<file path="src/rtl/gc_pkg.sv">
// Shared types and constants for the GameCube controller report decoder.
// Field positions and button ordering live here so the decoder and its stick calibrators agree.
package gc_pkg;

  typedef enum logic [1:0] {
    ST_WAIT  = 2'd0,
    ST_CALIB = 2'd1,
    ST_RUN   = 2'd2
  } gc_state_t;

  localparam logic [7:0] STICK_NEUTRAL = 8'h80;

  // Bit positions inside the Buttons output word
  localparam int BTN_Y      = 0;
  localparam int BTN_X      = 1;
  localparam int BTN_B      = 2;
  localparam int BTN_A      = 3;
  localparam int BTN_L      = 4;
  localparam int BTN_R      = 5;
  localparam int BTN_DLEFT  = 6;
  localparam int BTN_DUP    = 7;
  localparam int BTN_DDOWN  = 8;
  localparam int BTN_DRIGHT = 9;
  localparam int BTN_Z      = 10;
  localparam int BTN_START  = 11;

  // Bit positions inside the raw 64-bit report
  localparam int RPT_START  = 60;
  localparam int RPT_Y      = 59;
  localparam int RPT_X      = 58;
  localparam int RPT_B      = 57;
  localparam int RPT_A      = 56;
  localparam int RPT_ONE    = 55;
  localparam int RPT_L      = 54;
  localparam int RPT_R      = 53;
  localparam int RPT_Z      = 52;
  localparam int RPT_DUP    = 51;
  localparam int RPT_DDOWN  = 50;
  localparam int RPT_DRIGHT = 49;
  localparam int RPT_DLEFT  = 48;

  // LSB offsets of the analog bytes
  localparam int OFS_JOYX    = 40;
  localparam int OFS_JOYY    = 32;
  localparam int OFS_CSTICKX = 24;
  localparam int OFS_CSTICKY = 16;
  localparam int OFS_LANALOG = 8;
  localparam int OFS_RANALOG = 0;

  function automatic logic report_ok(input logic [63:0] rpt);
    return (rpt[63:61] == 3'b000) && rpt[RPT_ONE];
  endfunction

  function automatic logic [11:0] extract_buttons(input logic [63:0] rpt);
    logic [11:0] b;
    b             = '0;
    b[BTN_Y]      = rpt[RPT_Y];
    b[BTN_X]      = rpt[RPT_X];
    b[BTN_B]      = rpt[RPT_B];
    b[BTN_A]      = rpt[RPT_A];
    b[BTN_L]      = rpt[RPT_L];
    b[BTN_R]      = rpt[RPT_R];
    b[BTN_DLEFT]  = rpt[RPT_DLEFT];
    b[BTN_DUP]    = rpt[RPT_DUP];
    b[BTN_DDOWN]  = rpt[RPT_DDOWN];
    b[BTN_DRIGHT] = rpt[RPT_DRIGHT];
    b[BTN_Z]      = rpt[RPT_Z];
    b[BTN_START]  = rpt[RPT_START];
    return b;
  endfunction

endpackage

</file>
<file path="src/rtl/gc_report_decoder_if.sv">
// Report-in / decoded-state-out bundle for gc_report_decoder.
// master = report source and state consumer, slave = the decoder.
interface gc_report_decoder_if;
  logic        ReportValid;
  logic [63:0] Report;
  logic        Recal;
  logic [11:0] Buttons;
  logic [11:0] Pressed;
  logic [7:0]  joyX;
  logic [7:0]  joyY;
  logic [7:0]  cstickX;
  logic [7:0]  cstickY;
  logic [7:0]  lButton;
  logic [7:0]  rButton;
  logic        Connected;
  logic        BadFrame;

  modport master (
    output ReportValid, Report, Recal,
    input  Buttons, Pressed, joyX, joyY, cstickX, cstickY,
           lButton, rButton, Connected, BadFrame
  );

  modport slave (
    input  ReportValid, Report, Recal,
    output Buttons, Pressed, joyX, joyY, cstickX, cstickY,
           lButton, rButton, Connected, BadFrame
  );
endinterface

</file>
<file path="src/rtl/gc_stick_cal.sv">
// One stick axis: 4-sample origin accumulator plus offset/clamp (and optional deadzone under GC_DEADZONE_EN).
// o_stick is combinational from i_raw and the stored origin; the caller registers it.
import gc_pkg::*;

module gc_stick_cal #(
  parameter int unsigned DEADZONE = 8
) (
  input  logic       Clk,
  input  logic       Reset,
  input  logic       i_first,
  input  logic       i_add,
  input  logic       i_load,
  input  logic [7:0] i_raw,
  output logic [7:0] o_stick
);

  logic [9:0]        r_acc;
  logic [7:0]        r_origin;
  logic [9:0]        w_acc_next;
  logic signed [8:0] w_d;
  logic signed [9:0] w_sum;
  logic [7:0]        w_clamped;

  assign w_acc_next = r_acc + {2'b00, i_raw};

  always_ff @(posedge Clk) begin
    if (Reset) begin
      r_acc    <= '0;
      r_origin <= STICK_NEUTRAL;
    end else if (i_first) begin
      r_acc <= {2'b00, i_raw};
    end else if (i_add) begin
      r_acc <= w_acc_next;
    end else if (i_load) begin
      r_acc    <= '0;
      r_origin <= w_acc_next[9:2];
    end
  end

  // Widen before adding so 128+d can never wrap; saturate both ends
  assign w_d   = $signed({1'b0, i_raw}) - $signed({1'b0, r_origin});
  assign w_sum = 10'sd128 + {w_d[8], w_d};

  always_comb begin
    w_clamped = w_sum[7:0];
    if (w_sum[9]) begin
      w_clamped = 8'h00;
    end else if (w_sum[8]) begin
      w_clamped = 8'hFF;
    end
  end

`ifdef GC_DEADZONE_EN
  logic [8:0] w_mag;
  assign w_mag   = w_d[8] ? (~w_d + 9'd1) : w_d;
  assign o_stick = (32'(w_mag) < DEADZONE) ? STICK_NEUTRAL : w_clamped;
`else
  assign o_stick = w_clamped;
`endif

endmodule

</file>
<file path="src/rtl/gc_report_decoder.sv">
// Decodes 64-bit controller reports into buttons, edge pulses, calibrated sticks and link status.
// Outputs register 1 cycle after a good strobe; optional stick deadzone built when GC_DEADZONE_EN is defined.
import gc_pkg::*;

module gc_report_decoder #(
  parameter int unsigned STALE_CYCLES = 1_000_000,
  parameter int unsigned DEADZONE     = 8
) (
  input logic               Clk,
  input logic               Reset,
  gc_report_decoder_if.slave bus
);

  localparam int STALE_W = $clog2(STALE_CYCLES + 1);

  gc_state_t          r_state;
  logic [1:0]         r_cnt;
  logic [STALE_W-1:0] r_stale;
  logic [11:0]        r_buttons;
  logic [11:0]        r_pressed;
  logic [7:0]         r_joyx, r_joyy, r_cstickx, r_csticky;
  logic [7:0]         r_lbutton, r_rbutton;
  logic               r_connected;
  logic               r_bad;

  logic        w_good;
  logic        w_bad;
  logic        w_stale_hit;
  logic        w_neutral;
  logic        w_first;
  logic        w_add;
  logic        w_load;
  logic [11:0] w_buttons;
  logic [7:0]  w_joyx, w_joyy, w_cstickx, w_csticky;

  assign w_good      = bus.ReportValid && report_ok(bus.Report);
  assign w_bad       = bus.ReportValid && !w_good;
  assign w_stale_hit = !w_good && (r_stale == STALE_W'(STALE_CYCLES - 1));
  assign w_neutral   = bus.Recal || w_stale_hit;
  assign w_buttons   = extract_buttons(bus.Report);

  // A CALIB count of 0 only follows a Recal with no report, so it also starts a fresh sum
  assign w_first = w_good && (bus.Recal || (r_state == ST_WAIT) ||
                              (r_state == ST_CALIB && r_cnt == 2'd0));
  assign w_add   = w_good && !bus.Recal && (r_state == ST_CALIB) &&
                   (r_cnt == 2'd1 || r_cnt == 2'd2);
  assign w_load  = w_good && !bus.Recal && (r_state == ST_CALIB) && (r_cnt == 2'd3);

  gc_stick_cal #(.DEADZONE(DEADZONE)) u_cal_joyx (
    .Clk(Clk), .Reset(Reset), .i_first(w_first), .i_add(w_add), .i_load(w_load),
    .i_raw(bus.Report[OFS_JOYX +: 8]), .o_stick(w_joyx)
  );
  gc_stick_cal #(.DEADZONE(DEADZONE)) u_cal_joyy (
    .Clk(Clk), .Reset(Reset), .i_first(w_first), .i_add(w_add), .i_load(w_load),
    .i_raw(bus.Report[OFS_JOYY +: 8]), .o_stick(w_joyy)
  );
  gc_stick_cal #(.DEADZONE(DEADZONE)) u_cal_cstickx (
    .Clk(Clk), .Reset(Reset), .i_first(w_first), .i_add(w_add), .i_load(w_load),
    .i_raw(bus.Report[OFS_CSTICKX +: 8]), .o_stick(w_cstickx)
  );
  gc_stick_cal #(.DEADZONE(DEADZONE)) u_cal_csticky (
    .Clk(Clk), .Reset(Reset), .i_first(w_first), .i_add(w_add), .i_load(w_load),
    .i_raw(bus.Report[OFS_CSTICKY +: 8]), .o_stick(w_csticky)
  );

  always_ff @(posedge Clk) begin
    if (Reset) begin
      r_state     <= ST_WAIT;
      r_cnt       <= '0;
      r_stale     <= '0;
      r_buttons   <= '0;
      r_pressed   <= '0;
      r_joyx      <= STICK_NEUTRAL;
      r_joyy      <= STICK_NEUTRAL;
      r_cstickx   <= STICK_NEUTRAL;
      r_csticky   <= STICK_NEUTRAL;
      r_lbutton   <= '0;
      r_rbutton   <= '0;
      r_connected <= 1'b0;
      r_bad       <= 1'b0;
    end else begin
      r_bad     <= w_bad;
      r_pressed <= '0;
      r_stale   <= (w_good || w_stale_hit) ? '0 : r_stale + STALE_W'(1);

      if (bus.Recal) begin
        r_state     <= ST_CALIB;
        r_cnt       <= w_good ? 2'd1 : 2'd0;
        r_connected <= 1'b0;
      end else if (w_good) begin
        unique case (r_state)
          ST_WAIT: begin
            r_state <= ST_CALIB;
            r_cnt   <= 2'd1;
          end
          ST_CALIB: begin
            r_cnt <= r_cnt + 2'd1;
            if (r_cnt == 2'd3) begin
              r_state     <= ST_RUN;
              r_connected <= 1'b1;
            end
          end
          ST_RUN: begin
            r_buttons <= w_buttons;
            r_pressed <= w_buttons & ~r_buttons;
            r_joyx    <= w_joyx;
            r_joyy    <= w_joyy;
            r_cstickx <= w_cstickx;
            r_csticky <= w_csticky;
            r_lbutton <= bus.Report[OFS_LANALOG +: 8];
            r_rbutton <= bus.Report[OFS_RANALOG +: 8];
          end
          default: r_state <= ST_WAIT;
        endcase
      end else if (w_stale_hit) begin
        r_state     <= ST_WAIT;
        r_connected <= 1'b0;
      end

      if (w_neutral) begin
        r_buttons <= '0;
        r_joyx    <= STICK_NEUTRAL;
        r_joyy    <= STICK_NEUTRAL;
        r_cstickx <= STICK_NEUTRAL;
        r_csticky <= STICK_NEUTRAL;
        r_lbutton <= '0;
        r_rbutton <= '0;
      end
    end
  end

  assign bus.Buttons   = r_buttons;
  assign bus.Pressed   = r_pressed;
  assign bus.joyX      = r_joyx;
  assign bus.joyY      = r_joyy;
  assign bus.cstickX   = r_cstickx;
  assign bus.cstickY   = r_csticky;
  assign bus.lButton   = r_lbutton;
  assign bus.rButton   = r_rbutton;
  assign bus.Connected = r_connected;
  assign bus.BadFrame  = r_bad;

endmodule

</file>
<file path="src/flat_wrapper.sv">
// flat-port wrapper written by rule: the top's interface ports become plain ports
module gc_report_decoder_flat 
#(
  parameter int unsigned STALE_CYCLES = 1_000_000,
  parameter int unsigned DEADZONE     = 8
)
  (Clk, Reset, bus_ReportValid, bus_Report, bus_Recal, bus_Buttons, bus_Pressed, bus_joyX, bus_joyY, bus_cstickX, bus_cstickY, bus_lButton, bus_rButton, bus_Connected, bus_BadFrame);
  gc_report_decoder_if bus_i ();
  input logic Clk;
  input logic Reset;
  input wire logic [$bits(bus_i.ReportValid)-1:0] bus_ReportValid;
  input wire logic [$bits(bus_i.Report)-1:0] bus_Report;
  input wire logic [$bits(bus_i.Recal)-1:0] bus_Recal;
  output wire logic [$bits(bus_i.Buttons)-1:0] bus_Buttons;
  output wire logic [$bits(bus_i.Pressed)-1:0] bus_Pressed;
  output wire logic [$bits(bus_i.joyX)-1:0] bus_joyX;
  output wire logic [$bits(bus_i.joyY)-1:0] bus_joyY;
  output wire logic [$bits(bus_i.cstickX)-1:0] bus_cstickX;
  output wire logic [$bits(bus_i.cstickY)-1:0] bus_cstickY;
  output wire logic [$bits(bus_i.lButton)-1:0] bus_lButton;
  output wire logic [$bits(bus_i.rButton)-1:0] bus_rButton;
  output wire logic [$bits(bus_i.Connected)-1:0] bus_Connected;
  output wire logic [$bits(bus_i.BadFrame)-1:0] bus_BadFrame;
  assign bus_i.ReportValid = bus_ReportValid;
  assign bus_i.Report = bus_Report;
  assign bus_i.Recal = bus_Recal;
  assign bus_Buttons = bus_i.Buttons;
  assign bus_Pressed = bus_i.Pressed;
  assign bus_joyX = bus_i.joyX;
  assign bus_joyY = bus_i.joyY;
  assign bus_cstickX = bus_i.cstickX;
  assign bus_cstickY = bus_i.cstickY;
  assign bus_lButton = bus_i.lButton;
  assign bus_rButton = bus_i.rButton;
  assign bus_Connected = bus_i.Connected;
  assign bus_BadFrame = bus_i.BadFrame;
  gc_report_decoder #(.STALE_CYCLES(STALE_CYCLES), .DEADZONE(DEADZONE)) u_core (.Clk(Clk), .Reset(Reset), .bus(bus_i));
endmodule
</file>
<file path="config.mk">
export PLATFORM = sky130hd
export DESIGN_NAME = gc_report_decoder_flat
export DESIGN_NICKNAME = d
export VERILOG_FILES = /design/src/rtl/gc_pkg.sv /design/src/rtl/gc_report_decoder_if.sv /design/src/rtl/gc_stick_cal.sv /design/src/rtl/gc_report_decoder.sv /design/src/flat_wrapper.sv
export SDC_FILE = /design/constraint.sdc
export NUM_CORES = 1
export LEC_CHECK = 0
export ABC_AREA = 1
export BUFFER_PORTS_ARGS = -buffer_cell sky130_fd_sc_hd__buf_2
export CAP_MARGIN = 20
export CELL_PAD_IN_SITES_DETAIL_PLACEMENT = 1
export CELL_PAD_IN_SITES_GLOBAL_PLACEMENT = 1
export CORE_UTILIZATION = 30
export CTS_CLUSTER_DIAMETER = 200
export CTS_CLUSTER_SIZE = 8
export DETAILED_ROUTE_END_ITERATION = 12
export PLACE_DENSITY = 0.67
export SLEW_MARGIN = 15
export SYNTH_ARGS = -nofsm -noshare
export SYNTH_HDL_FRONTEND = slang
export SYNTH_SLANG_ARGS = --single-unit
</file>
<file path="constraint.sdc">
create_clock -name Clk -period 4.2 [get_ports Clk]
set_input_delay 0.84 -clock Clk [delete_from_list [all_inputs] [get_ports Clk]]
set_output_delay 0.84 -clock Clk [all_outputs]
set_load 0.1 [all_outputs]
</file>
# Word-level counts from Yosys, hierarchy flattened
# Cells that the tools add are included.
[totals]
register_bits = 170
out_inout_bits = 74
[op_classes]
n_reduce_logical = 37
bitwise = 7
n_mux = 30
add_sub_neg = 14
n_eq_ne = 12
[ops]
columns = ["operator", "count"]
rows = [
  ["2-to-1 mux 8 bit", 12],
  ["2-to-1 mux 10 bit", 5],
  ["adder 10 x 8 -> 10 bit", 4],
  ["adder 9 x 9 -> 10 bit, first input constant", 4],
  ["subtractor 8 x 8 -> 9 bit", 4],
  ["adder 20 x 1 -> 20 bit, second input constant", 1],
  ["== test 20 bit, second input constant", 1],
  ["AND reduction 3 bit", 5],
  ["AND 12 bit", 1],
  ["inverter 12 bit", 1],
  ["logical AND 1 bit", 10],
  ["2-to-1 mux 2 bit", 5],
  ["nonzero test 3 bit", 3],
  ["OR reduction 2 bit", 4],
  ["== test 2 bit, second input constant", 3],
  ["2-to-1 mux 1 bit", 6],
  ["inequality test 2 bit, second input constant", 3],
  ["inequality test 3 bit, second input constant", 2],
  ["one-hot mux 2 bit (3 select lines)", 1],
  ["nonzero test 2 bit", 3],
  ["logical OR 1 bit", 5],
  ["inverter 1 bit", 5],
  ["== test 2 x 1 -> 1 bit, second input constant", 2],
  ["logical NOT 2 bit", 2],
  ["other kinds (7)", 8],
]

# Depth between registers and ports, before layout
[depth]
ltp_word = 9
mapped_depth = 12
depth_no_buf = 12

# By module
# From an unflattened synthesis, not the netlist that was laid out.
[hier_totals]
hier_cells = 1498
area_unflattened_um2 = 10382.5
[by_module_without_submodules]
columns = ["module", "seq_area_each_um2", "area_per_inst_um2", "cells_each", "instances"]
rows = [
  ["gc_stick_cal (u_core.u_cal_cstickx ...)", 360.3, 1610.3, 248, 3],
  ["gc_report_decoder", 1961.9, 3945.0, 507, 1],
  ["gc_stick_cal (u_core.u_cal_joyy)", 360.3, 1606.5, 247, 1],
]

# Worst setup path after synthesis
# Ideal clock, no wire load.
[synth_timing]
path_type = "input port to flip-flop"
start = "in bus_Report[40]"
end = "reg u_core.r_joyx[3] (netlist: u_core.bus.joyX[3])"
cell_stages = 11
setup_ns = 0.070
required_time_ns = 4.130
t_arrival_ns = 2.457
setup_slack_ns = 1.672
n_path_buf = 0
cell_sequence = "inv_1 -> ha_1 -> fa_1 -> inv_1 -> a21oi_1 -> o21ai_0 -> inv_1 -> ha_1 -> nor2_1 -> nand2_1 -> a21oi_1"
[synth_between]
elab_chain_len = 4
[synth_lines]
columns = ["item", "line", "rtl"]
rows = [
  ["start: declaration", "flat_wrapper.sv:12", "input wire logic [$bits(bus_i.Report)-1:0] bus_Report;"],
  ["subtractor 8 x 8 -> 9 bit (*)", "gc_stick_cal.sv:41", "assign w_d = $signed({1'b0, i_raw}) - $signed({1'b0, r_origin});"],
  ["adder 9 x 9 -> 10 bit (*)", "gc_stick_cal.sv:42", "assign w_sum = 10'sd128 + {w_d[8], w_d};"],
  ["2-to-1 mux 8 bit", "gc_stick_cal.sv:48", "end else if (w_sum[8]) begin"],
  ["2-to-1 mux 8 bit (*)", "gc_stick_cal.sv:46", "if (w_sum[9]) begin"],
  ["end signal: assignment", "gc_report_decoder.sv:106", "r_joyx <= w_joyx;"],
  ["end: declaration", "gc_report_decoder.sv:21", "logic [7:0] r_joyx, r_joyy, r_cstickx, r_csticky;"],
]
# Mark *: on every way between the ends. The rest lies on a longest branch, timed or not.
# A chain may end at the register's enable or synchronous reset.

# Worst setup path in the final report
[layout_timing]
start = "in bus_Report[40]"
end = "reg u_core.r_joyx[0] (netlist: u_core.bus.joyX[0])"
# Same word-level chain as after synthesis.

==> summary.json <==
{
  "layout": {
    "drive_above_1_share_pct": 13.3,
    "layout.filler_cells": 4281,
    "finalNetCount": 1789,
    "post_layout_inst_area_um2": 11900,
    "flow.area_growth_from_synthesis_pct": 16.6,
    "post-route-util_pct": 35.5
  },
  "die": {
    "core_um2": 33400,
    "ioPinCount": 142,
    "floorplan.initialDensity_pct": 30.5,
    "die_w_um": 186,
    "rows": 67,
    "die_area_um2": 34700,
    "die_height_um": 186
  },
  "setup_path": {
    "cp_slowest_cell": "fa_1",
    "crit_fanout": 7,
    "critical-path-max-stage-delay_ns": 0.42,
    "crit_family": "adder cells",
    "worstPathArrival_ns": 2.94,
    "timing.critical_path.buf_inv": 4,
    "worstPathRequired_ns": 4.56,
    "kind_of_critical_path": "in2reg",
    "cp-start-kind": "primary input",
    "worstPathCellList": "buf_2, inv_1, ha_1, fa_1, inv_1, a21oi_1, o21ai_0, inv_1, ha_1, nor2_1, nand2_1, a21oi_1",
    "crit_path_top_cell_by_count": "inv_1",
    "endpoint_kind_of_the_worst_setup_timing_path": "flop"
  },
  "sta": {
    "final.setup.tns_ns": 0,
    "max-slew-margin-rel_pct": 45.0,
    "finalHoldViolCount": 0,
    "fin_skew_ns": 0.0152,
    "report.final.setup_viol": 0,
    "worstMarginPinSlew_ns": 0.825,
    "finalMaxSlewViolations": 0,
    "post-route-min-period_ns": 2.58,
    "rsz0062_at_grt": "no",
    "fmax_mhz": 388,
    "period_share_pct": 61.4
  },
  "yosys": {
    "mappedNetlistArea_um2": 10200,
    "yosysUniqueCellTypes": 38,
    "postSynthAreaPerCell_um2": 6.71,
    "synth-seq-area-share_pct": 33.4,
    "synth-edff-count": 0,
    "synth_area_leader_cell": "dfxtp_1",
    "synthesis.nets": 1666,
    "post_synth_inst_count": 1519,
    "ys_seq_elements": 170,
    "synth.top_cells.by_area": "dfxtp_1 33%, nand2_1 18%, ha_1 8.7%",
    "synth_top_cells_by_count": "495 x nand2_1, 177 x inv_1, 170 x dfxtp_1",
    "synth-warning-count": 0,
    "synth-async-reset-ratio_pct": 0,
    "synthMostInstantiatedCell": "nand2_1",
    "flip_flop_cell_with_the_highest_count_after_synthesis": "dfxtp_1",
    "synth_largest_type_area_fraction_pct": 33.4
  },
  "pwr": {
    "internal_mw": 2.56,
    "netSwitchingPower_mw": 1.03,
    "cellPowerDensity_nw_per_um2": 302,
    "share_comb_of_total_power_pct": 10.5,
    "total_power_mw": 3.59,
    "power.share.clock_pct": 44.3,
    "power.ir.vdd_worst_mv": 0.286,
    "leakage_nw": 5.42,
    "p_seq_share_pct": 45.2,
    "netSwitchingFraction_pct": 28.7
  },
  "detailed_routing": {
    "drt_iter0_markers": 342,
    "viasPerCell": 4.83,
    "wl_met1_um": 14900,
    "vias": 10164,
    "highest_layer": "met5",
    "detailroute.wirelength.met2_um": 14300,
    "routedWlPerCell_um": 14.6,
    "drc": 0,
    "wl_met3_um": 1040,
    "detail-route-antenna-nets": 0,
    "postRouteWirelength_um": 30600,
    "first_pass_iters": 4
  },
  "clocking": {
    "cts_htree_levels": 4,
    "cts_resized": 0,
    "cts_hold_buffers": 0,
    "cts_buffers": 17,
    "clock_tree_from_tritoncts": "done",
    "clock_sink_count": 170,
    "cts.clk_slew.worst_paths_ns": 0.07,
    "clk_latency_ns": 0.45,
    "cts-root-buf": "clkbuf_16",
    "clk_path_buf_depth": 2,
    "post-cts-setup-buffers": 0
  },
  "flow_run": {
    "maxCapViolations": 0
  },
  "placement": {
    "detailed_place.area_um2": 11300,
    "place.gp.congestion": 0.829,
    "placement.io_buffers": 141,
    "place_hpwl_um": 22900
  },
  "global_routing": {
    "global_route_overflow": 0,
    "grt_pass1_wl_um": 51500,
    "grt_pass1_vias": 10427,
    "initial_antenna_violation_count": 2,
    "global_route.usage.total_pct": 18.0,
    "grt_max_degree": 61
  },
  "worst_hold_path": {
    "hold_path.class": "reg2reg"
  },
  "status": {
    "run_status": "finished clean"
  }
}
-- power by group through the flow --
stage / Clock (mW) / Sequential (mW) / Combinational (mW)
after floorplan: 0 / 1.66 / 0.250
after global placement: 0 / 1.66 / 0.377
after detailed placement: 0 / 1.66 / 0.381
after CTS: 1.65 / 1.62 / 0.384
after global routing: 1.70 / 1.62 / 0.433
final: 1.59 / 1.62 / 0.379
-- final cells by class --
| cell class | count | area, um2 | share of cell area (%) |
|---|---|---|---|
| Antenna cell | 1 | 2.50 | 0.0211 |
| Clock buffer | 18 | 439 | 3.69 |
| Clock inverter | 13 | 146 | 1.23 |
| Inverter | 182 | 683 | 5.75 |
| Multi-Input combinational cell | 1121 | 5870 | 49.4 |
| Sequential cell | 170 | 3400 | 28.6 |
| Tap cell | 448 | 561 | 4.72 |
| Timing Repair Buffer | 150 | 786 | 6.61 |
-- layout by cell type (no fill, tap or decap), types with 9 or more instances in the layout --
cell type	netlist	layout
a21oi_1	144	144
a31oi_1	18	18
buf_2	18	141
clkbuf_16	0	17
dfxtp_1	170	170
ha_1	71	71
inv_1	177	177
nand2_1	495	495
nand3_1	168	167
nand3b_1	9	9
nand4_1	23	23
nor2_1	76	76
nor3_1	21	21
or2_2	16	16
xor2_1	12	12
-- state kept, by name, indices dropped and copies added (netlist names), 10 cells and up --
register,flops
u_core.u_cal_joyy.r_acc,10
u_core.u_cal_cstickx.r_acc,10
u_core.bus.Pressed,12
u_core.r_stale,20
u_core.u_cal_csticky.r_acc,10
u_core.u_cal_joyx.r_acc,10
u_core.bus.Buttons,12
-- kinds of logic after synthesis --
| group | count (synthesis) | share of synthesized area, % |
|---|---|---|
| AOI/OAI and AO/OA | 196 | 10.5 |
| xor gates and xnor gates | 18 | 1.55 |
| adders and majority gates | 79 | 10.3 |
| buffers and inverters | 228 | 9.17 |
| DFF | 170 | 33.4 |
| and+or+nand+nor | 828 | 35.1 |
-- worst paths after layout --
kind / from / cells past startpoint / endpoint / slack, ns
max reg2reg: u_core.r_stale[0] / 9 / u_core.bus.Connected / 1.71
min: u_core.bus.Buttons[4] / 1 / u_core.bus.Pressed[4] / 0.45
max: bus_Report[40] / 12 / u_core.bus.joyX[0] / 1.62
min reg2reg: u_core.bus.Buttons[4] / 1 / u_core.bus.Pressed[4] / 0.45
-- through the flow --
step	cells	hold WS (ns)	worst slack, ns
2_1_floorplan	1519	0.418	1.67
3_3_place_gp	2071	0.426	1.26
3_5_place_dp	2071	0.437	1.19
4_1_cts	2102	0.449	1.62
5_1_grt	2102	0.465	1.39
6_report	2103	0.446	1.62
-- layer usage --
layer	vias to the layer above	global-route usage, %
met3	26	3.27
met1	4811	23.2
li1	5166	-
met2	157	30.9
met4	4	4.39
met5	-	0
Power figures use the tool's default switching activity.
